## config.mk

```make
export PLATFORM = sky130hd
export DESIGN_NAME = alu_op_sequencer
export DESIGN_NICKNAME = d
export VERILOG_FILES = /design/src/rtl/alu_op_sequencer.sv
export SDC_FILE = /design/constraint.sdc
export NUM_CORES = 1
export LEC_CHECK = 0
export CAP_MARGIN = 20
export CORE_ASPECT_RATIO = 0.8
export CORE_MARGIN = 4
export CORE_UTILIZATION = 40
export CTS_BUF_LIST = sky130_fd_sc_hd__clkbuf_4 sky130_fd_sc_hd__clkbuf_8
export DETAILED_ROUTE_END_ITERATION = 7
export SETUP_SLACK_MARGIN = 0.1
export SYNTH_ARGS = -nofsm -noshare
export SYNTH_HDL_FRONTEND = slang
export SYNTH_SLANG_ARGS = --single-unit
```

## constraint.sdc

```tcl
create_clock -name clk -period 3.7 [get_ports clk]
set_input_delay 0.555 -clock clk [delete_from_list [all_inputs] [get_ports clk]]
set_output_delay 0.555 -clock clk [all_outputs]
set_load 0.01 [all_outputs]
```

## src/rtl/alu_op_sequencer.sv

```systemverilog
// Multi-cycle add/sub/mul/div sequencer for 3-bit operands, 6-bit result.
// Ports: clk, rst_n, req_valid/req_ready/a/b/op in, res_valid/res_ready/res/err/busy out.
module alu_op_sequencer (
  input  logic       clk,
  input  logic       rst_n,
  input  logic       req_valid,
  output logic       req_ready,
  input  logic [2:0] a,
  input  logic [2:0] b,
  input  logic [1:0] op,
  output logic       res_valid,
  input  logic       res_ready,
  output logic [5:0] res,
  output logic       err,
  output logic       busy
);

  typedef enum logic [1:0] {
    IDLE = 2'd0,
    EXEC = 2'd1,
    DONE = 2'd2
  } state_t;

  state_t     state;
  logic [1:0] cnt;
  logic [2:0] a_q;
  logic [2:0] b_q;
  logic [1:0] op_q;
  logic [5:0] acc;
  logic [2:0] rem_q;
  logic [2:0] quo_q;

  logic [5:0] addend;
  logic [5:0] acc_nxt;
  logic       dvd_bit;
  logic [3:0] rem_sh;
  logic       ge;
  logic [2:0] rem_nxt;
  logic [2:0] quo_nxt;
  logic       last;

  always_comb begin
    addend  = '0;
    if (b_q[cnt])
      addend = {3'b000, a_q} << cnt;
    acc_nxt = acc + addend;
    dvd_bit = a_q[2'd2 - cnt];
    rem_sh  = {rem_q, dvd_bit};
    ge      = rem_sh >= {1'b0, b_q};
    // The difference always fits in 3 bits when ge holds.
    rem_nxt = ge ? (rem_sh[2:0] - b_q) : rem_sh[2:0];
    quo_nxt = {quo_q[1:0], ge};
    last    = cnt == 2'd2;
  end

  always_ff @(posedge clk or negedge rst_n) begin
    if (!rst_n) begin
      state <= IDLE;
      cnt   <= '0;
      a_q   <= '0;
      b_q   <= '0;
      op_q  <= '0;
      acc   <= '0;
      rem_q <= '0;
      quo_q <= '0;
      res   <= '0;
      err   <= 1'b0;
    end else begin
      unique case (state)
        IDLE: begin
          if (req_valid) begin
            a_q   <= a;
            b_q   <= b;
            op_q  <= op;
            acc   <= '0;
            rem_q <= '0;
            quo_q <= '0;
            cnt   <= '0;
            state <= EXEC;
          end
        end
        EXEC: begin
          unique case (op_q)
            2'b00: begin
              res   <= {3'b000, a_q} + {3'b000, b_q};
              err   <= 1'b0;
              state <= DONE;
            end
            2'b01: begin
              res   <= {3'b000, a_q} - {3'b000, b_q};
              err   <= 1'b0;
              state <= DONE;
            end
            2'b10: begin
              acc <= acc_nxt;
              cnt <= cnt + 2'd1;
              if (last) begin
                res   <= acc_nxt;
                err   <= 1'b0;
                state <= DONE;
              end
            end
            2'b11: begin
              rem_q <= rem_nxt;
              quo_q <= quo_nxt;
              cnt   <= cnt + 2'd1;
              if (last) begin
                // Divide by zero still runs all steps, then overrides.
                if (b_q == 3'd0) begin
                  res <= {a_q, 3'b111};
                  err <= 1'b1;
                end else begin
                  res <= {rem_nxt, quo_nxt};
                  err <= 1'b0;
                end
                state <= DONE;
              end
            end
            default: state <= IDLE;
          endcase
        end
        DONE: begin
          if (res_ready)
            state <= IDLE;
        end
        default: state <= IDLE;
      endcase
    end
  end

  assign req_ready = state == IDLE;
  assign res_valid = state == DONE;
  assign busy      = state != IDLE;

endmodule

```

**After elaboration in Yosys (flattened, before gate mapping)**

Index checks and enable logic that the tools add are counted.

- Bits in registers: 30
- Bits in read-only memories: 0
- Bits in latches: 0
- Memories: 0
- Output and inout bits: 10
- Bits in writable memories: 0
- Input bits: 12
- Logic and storage cells: 77

- Shifts and indexed selects: 1
- $add $sub $neg: 6
- Divide/modulo/power cells: 0
- $mul: 0
- Bitwise gates (word level): 0
- Muxes and demuxes: 30
- Equal/unequal tests: 14
- Reductions and logical operators: 13
- $lt $le $gt $ge: 3

Operators by type and width:

| kind | number |
|---|---|
| $mux W6 | 6 |
| $pmux W6 S4 | 1 |
| $reduce_and A3 Y1 | 5 |
| $mux W2 | 6 |
| $pmux W2 S2 | 3 |
| $pmux W6 S2 | 1 |
| $ne A2 B2 Y1 const B | 5 |
| $mux W3 | 3 |
| $eq A2 B2 Y1 const B | 4 |
| $add A6 B6 Y6 | 1 |
| $lt A2 B3 Y1 const B | 2 |
| $pmux W2 S3 | 1 |
| $pmux W3 S2 | 1 |
| $shl A3 B2 Y6 | 1 |
| $mux W1 | 5 |
| $add A3 B3 Y4 | 1 |
| $bmux W1 S2 | 2 |
| $eq A2 B1 Y1 const B | 2 |
| $ge A4 B3 Y1 | 1 |
| $logic_not A2 Y1 | 2 |
| $ne A2 B1 Y1 const B | 2 |
| $reduce_bool A2 Y1 | 2 |
| $reduce_or A2 Y1 | 2 |
| $sub A3 B3 Y4 | 1 |
| 7 further kinds | 7 |

**Logic depth before layout (Yosys ltp)**

- Word-level depth: 8
- Gate-level depth with buffers: 13
- Mapped depth without buffers: 12

**Worst setup path before layout**

No wires, ideal clock.

- Path type: register -> register
- Start point: reg cnt[0]
- End point: reg res[5]
- Setup time: 0.137 ns
- Data arrival time: 2.749 ns
- Path buffers: 1
- Setup slack: 0.815 ns
- Data required time: 3.563 ns
- Period minus slack after synthesis: 2.885 ns
- Cell stages (with the launch flop): 14
- Path through: dfrtp_1 > clkbuf_1 > inv_1 > ha_1 > mux2i_1 > o22a_1 > ha_1 > inv_1 > fa_1 > a211oi_2 > nand2_1 > o221ai_1 > o22a_1 > o221ai_2

- Word-level cells in the longest chain between the ends: 8
- Elaborated cells on any way between the ends: 19
- Those cells by class: add/sub: 3; order compare: 1; eq/ne: 3; shift: 1; mux: 10; reduce/logical: 1

RTL lines:

| element | RTL line | text |
|---|---|---|
| from (decl) | 25 | `logic [1:0] cnt;` |
| from (signal assigned) | 96 | `cnt <= cnt + 2'd1;` |
| from (signal assigned) | 106 | `cnt <= cnt + 2'd1;` |
| $sub A2 B2 Y2 | 47 | `dvd_bit = a_q[2'd2 - cnt];` |
| $bmux W1 S2 | 47 |  |
| $mux W1 (not written as such) | 47 |  |
| $ge A4 B3 Y1 / $sub A3 B3 Y3 (equally long branches) | 49, 51 |  |
| $mux W3 | 51 | `rem_nxt = ge ? (rem_sh[2:0] - b_q) : rem_sh[2:0];` |
| $mux W6 | 109 | `if (b_q == 3'd0) begin` |
| $mux W6 | 107 | `if (last) begin` |
| $pmux W6 S4 | 83 | `unique case (op_q)` |
| to (signal assigned) | 85 | `res <= {3'b000, a_q} + {3'b000, b_q};` |
| to (signal assigned) | 110 | `res <= {a_q, 3'b111};` |
| to (signal assigned) | 113 | `res <= {rem_nxt, quo_nxt};` |
| to (decl) | 13 | `output logic [5:0] res,` |

Parallel ways exist; a longest one is shown, timed or not. The select of a mux whose other input is x is not followed.
A chain may end at the register's enable or synchronous reset.

**Worst setup path after layout**

Same ends and word-level chain as after synthesis.

==> run_results.csv <==
group,metric,value,unit
status,run_status,"finished, final reports clean",
clocking,cts_resized,0,
power_and_ir_drop,power.leakage,1.05,nW
detailed_routing,drtIter0Drc,75,
detailed_routing,wl_per_cell,15.7,µm
place,dpl.hpwl,3500,µm
global_route,grt_pass1_vias,1555,
power_and_ir_drop,p_total,2.26,mW
yosys,synth-edff-count,0,
sta,period_share,84.2,%
floorplanning,ioPinCount,22,
detailed_routing,vias_per_cell,5.50,
yosys,syn_inst,213,
cells_and_area,fin_cells,294,
yosys,synthArstFlopShare,100,%
cells_and_area,diodes,0,
cells_and_area,mostFrequentLayoutCell,"dfrtp_1",
yosys,seq_area_frac_synth,37.2,%
sta,skew,0.00252,ns
sta,max_freq,321,MHz
critical_path,path_buf_inv,2,
floorplanning,die_h,71.6,µm
critical_path,slowest_delay,0.55,ns
clocking,max-clock-path-buffers,2,
yosys,synth_ff_type,"dfrtp_1",
cells_and_area,final_cell_mix,"30 x dfrtp_1, 21 x clkdlybuf4s50_1, 19 x nand3_1",
clocking,hold_buffers,0,
cells_and_area,finalInstanceArea,0.00235,mm²
clocking,cts_sinks,30,
sta,slew_viol_final,0,
detailed_routing,firstDrtPassIters,5,
yosys,synth_area,0.00202,mm²
cells_and_area,drive_gt1_share,8.12,%
yosys,yosys_warnings,0,
place,place_inst,287,
detailed_routing,wl,4630,µm
place,port_buffers,21,
floorplanning,initial_core_util,42.7,%
critical_path,worstPathRequired,3.85,ns
cells_and_area,area_growth,16.5,%
sta,rsz0062_at_grt,"false",
global_route,grt_usage,16.3,%
clocking,clkTransAtPathRegs,0.06,ns
sta,worst_slew_pin_slew,0.858,ns
clocking,clock_latency,0.28,ns
cells_and_area,final_nets,265,
yosys,syn-num-nets,244,
sta,finalHoldViolCount,0,
cells_and_area,final_core_util,49.7,%
place,gp_congestion,0.818,
detailed_routing,ant_nets,0,
floorplanning,die_w,87.4,µm
power_and_ir_drop,power_density,961,mW/mm²
global_route,grt-ovfl-total,0,
clocking,cts_tree,"built",
detailed_routing,num_vias,1616,
sta,fin_tns_setup,0,ns
yosys,syn_avg_cell_area,9.48,µm²
power_and_ir_drop,ir_drop,0.495,mV
sta,maxSlewHeadroom,42.7,%
yosys,ys_types,47,
floorplanning,row_count,22,
clocking,cts-buffers-inserted,5,
yosys,synth_seq_cells,30,
global_route,grt_antenna_before_repair,0,
critical_path,crit_family,"compound AO/OA/AOI/OAI gates",
critical_path,endpoint_kind,"register",
critical_path,slowest_stage,"dfrtp_1",
floorplanning,die_area,0.00626,mm²
place,place_area,0.00227,mm²
critical_path,critPathKind,"register to register",
critical_path,start_kind,"register",
critical_path,crit_path_cell_trace,"inv_1, ha_1, mux2i_1, o22a_1, ha_1, inv_1, fa_1, a211oi_2, nand2_1, o221ai_1, o22a_1, o221ai_2",
clocking,h-tree-depth,2,
clocking,cts-root-buf,"clkbuf_8",
sta,final.min_clock_period,3.12,ns
global_route,grt_pass1_wl,7800,µm
global_route,grt_max_degree,31,
critical_path,cp.arrival,3.27,ns
critical_path,cp_max_fo,13,
flow_run,max_cap_violations,0,
clocking,post_cts_buffers,0,
min_path,hp-class,"register to register",
detailed_routing,drc_errors,0,
floorplanning,core,0.00473,mm²
sta,setup_viol,0,
-- layout make-up --
type                    count  area [µm²]
clock buffers               7        83.8
fillers                   458        2380
inverters                  18        67.6
multi-input cells         157        1160
flip-flops and latches     30         751
well taps                  60        75.1
repair buffers             22         218
-- Yosys cell counts (all sizes together) (2+ instances only) --
master	number	share of area, %
a21oi	8	2.2
nand2b	2	0.62
nor3	2	1.1
xnor2	3	1.3
dfrtp	30	37
a31oi	6	2.2
buf	5	1.5
nor2	16	3.1
o21ai	23	5.9
nand3	19	4.7
o22a	5	2.2
fa	4	4.0
nand2	16	3.0
clkbuf	3	0.56
a21o	2	0.74
inv	18	3.3
or3	2	0.62
ha	15	9.3
a211oi	2	1.2
o221ai	3	1.6
mux2	8	4.5
xor2	2	0.87
mux2i	4	2.0
-- path summary, 6_finish.rpt --
| kind | startpoint | end | slack (ns) | depth (start not counted) |
|---|---|---|---|---|
| hold reg to reg | res[1]$_DFFE_PN0P_ | res[1]$_DFFE_PN0P_ | 0.49 | 2 |
| setup / recovery | cnt[0]$_DFFE_PN0P_ | res[5]$_DFFE_PN0P_ | 0.58 | 12 |
| setup reg to reg | cnt[0]$_DFFE_PN0P_ | res[5]$_DFFE_PN0P_ | 0.58 | 12 |
| max in group asynchronous | rst_n | op_q[0]$_DFFE_PN0P_ | 2.74 | 2 |
| min in group asynchronous | rst_n | acc[4]$_DFFE_PN0P_ | 0.66 | 2 |
| hold / removal | res[1]$_DFFE_PN0P_ | res[1]$_DFFE_PN0P_ | 0.49 | 2 |
-- tightest hold or removal path, delay by kind of cell (launching register included) --
family | cells | cell delay [ns]
flops | 1 | 0.35
simple gates | 1 | 0.06
compound gates | 1 | 0.05
-- stage by stage --
step                      setup WS [ns]  hold WS, ns
after floorplan                   0.815        0.259
after global routing              0.357        0.529
after global placement            0.755        0.470
after detailed placement          0.645        0.469
final                             0.584        0.491
after CTS                         0.600        0.489
-- metal layers --
layer | vias to the layer above | GRT usage, % | share of wire (%)
li1 | 801 | - | -
met3 | 5 | 5.40 | 5.4
met4 | 0 | 3.07 | 0.58
met2 | 43 | 22.4 | 43
met5 | - | 0 | 0
met1 | 767 | 24.8 | 51
-- sequential cells by signal (all words and copies together), names as in the netlist --
name   flops
acc        6
state      2
cnt        2
a_q        3
err        1
rem_q      3
quo_q      2
b_q        3
res        6
op_q       2
-- where the power goes --
part           switching (mW)  internal, mW  total, mW
sequential              0.221         0.464      0.685
combinational           0.718         0.598       1.32
clock                   0.117         0.144      0.260
-- cell families (layout without fill, tap and decap cells) --
group	Yosys count	in the layout	share of synthesized area, %
flops	30	30	37.2
fa+ha+maj	19	19	13.3
mux	13	13	7.56
simple gates	64	64	15.4
buf+inv	26	47	5.45
compound gates	56	56	19.0
xor+xnor	5	5	2.17
Note: power is estimated with default switching activity, not from simulation.
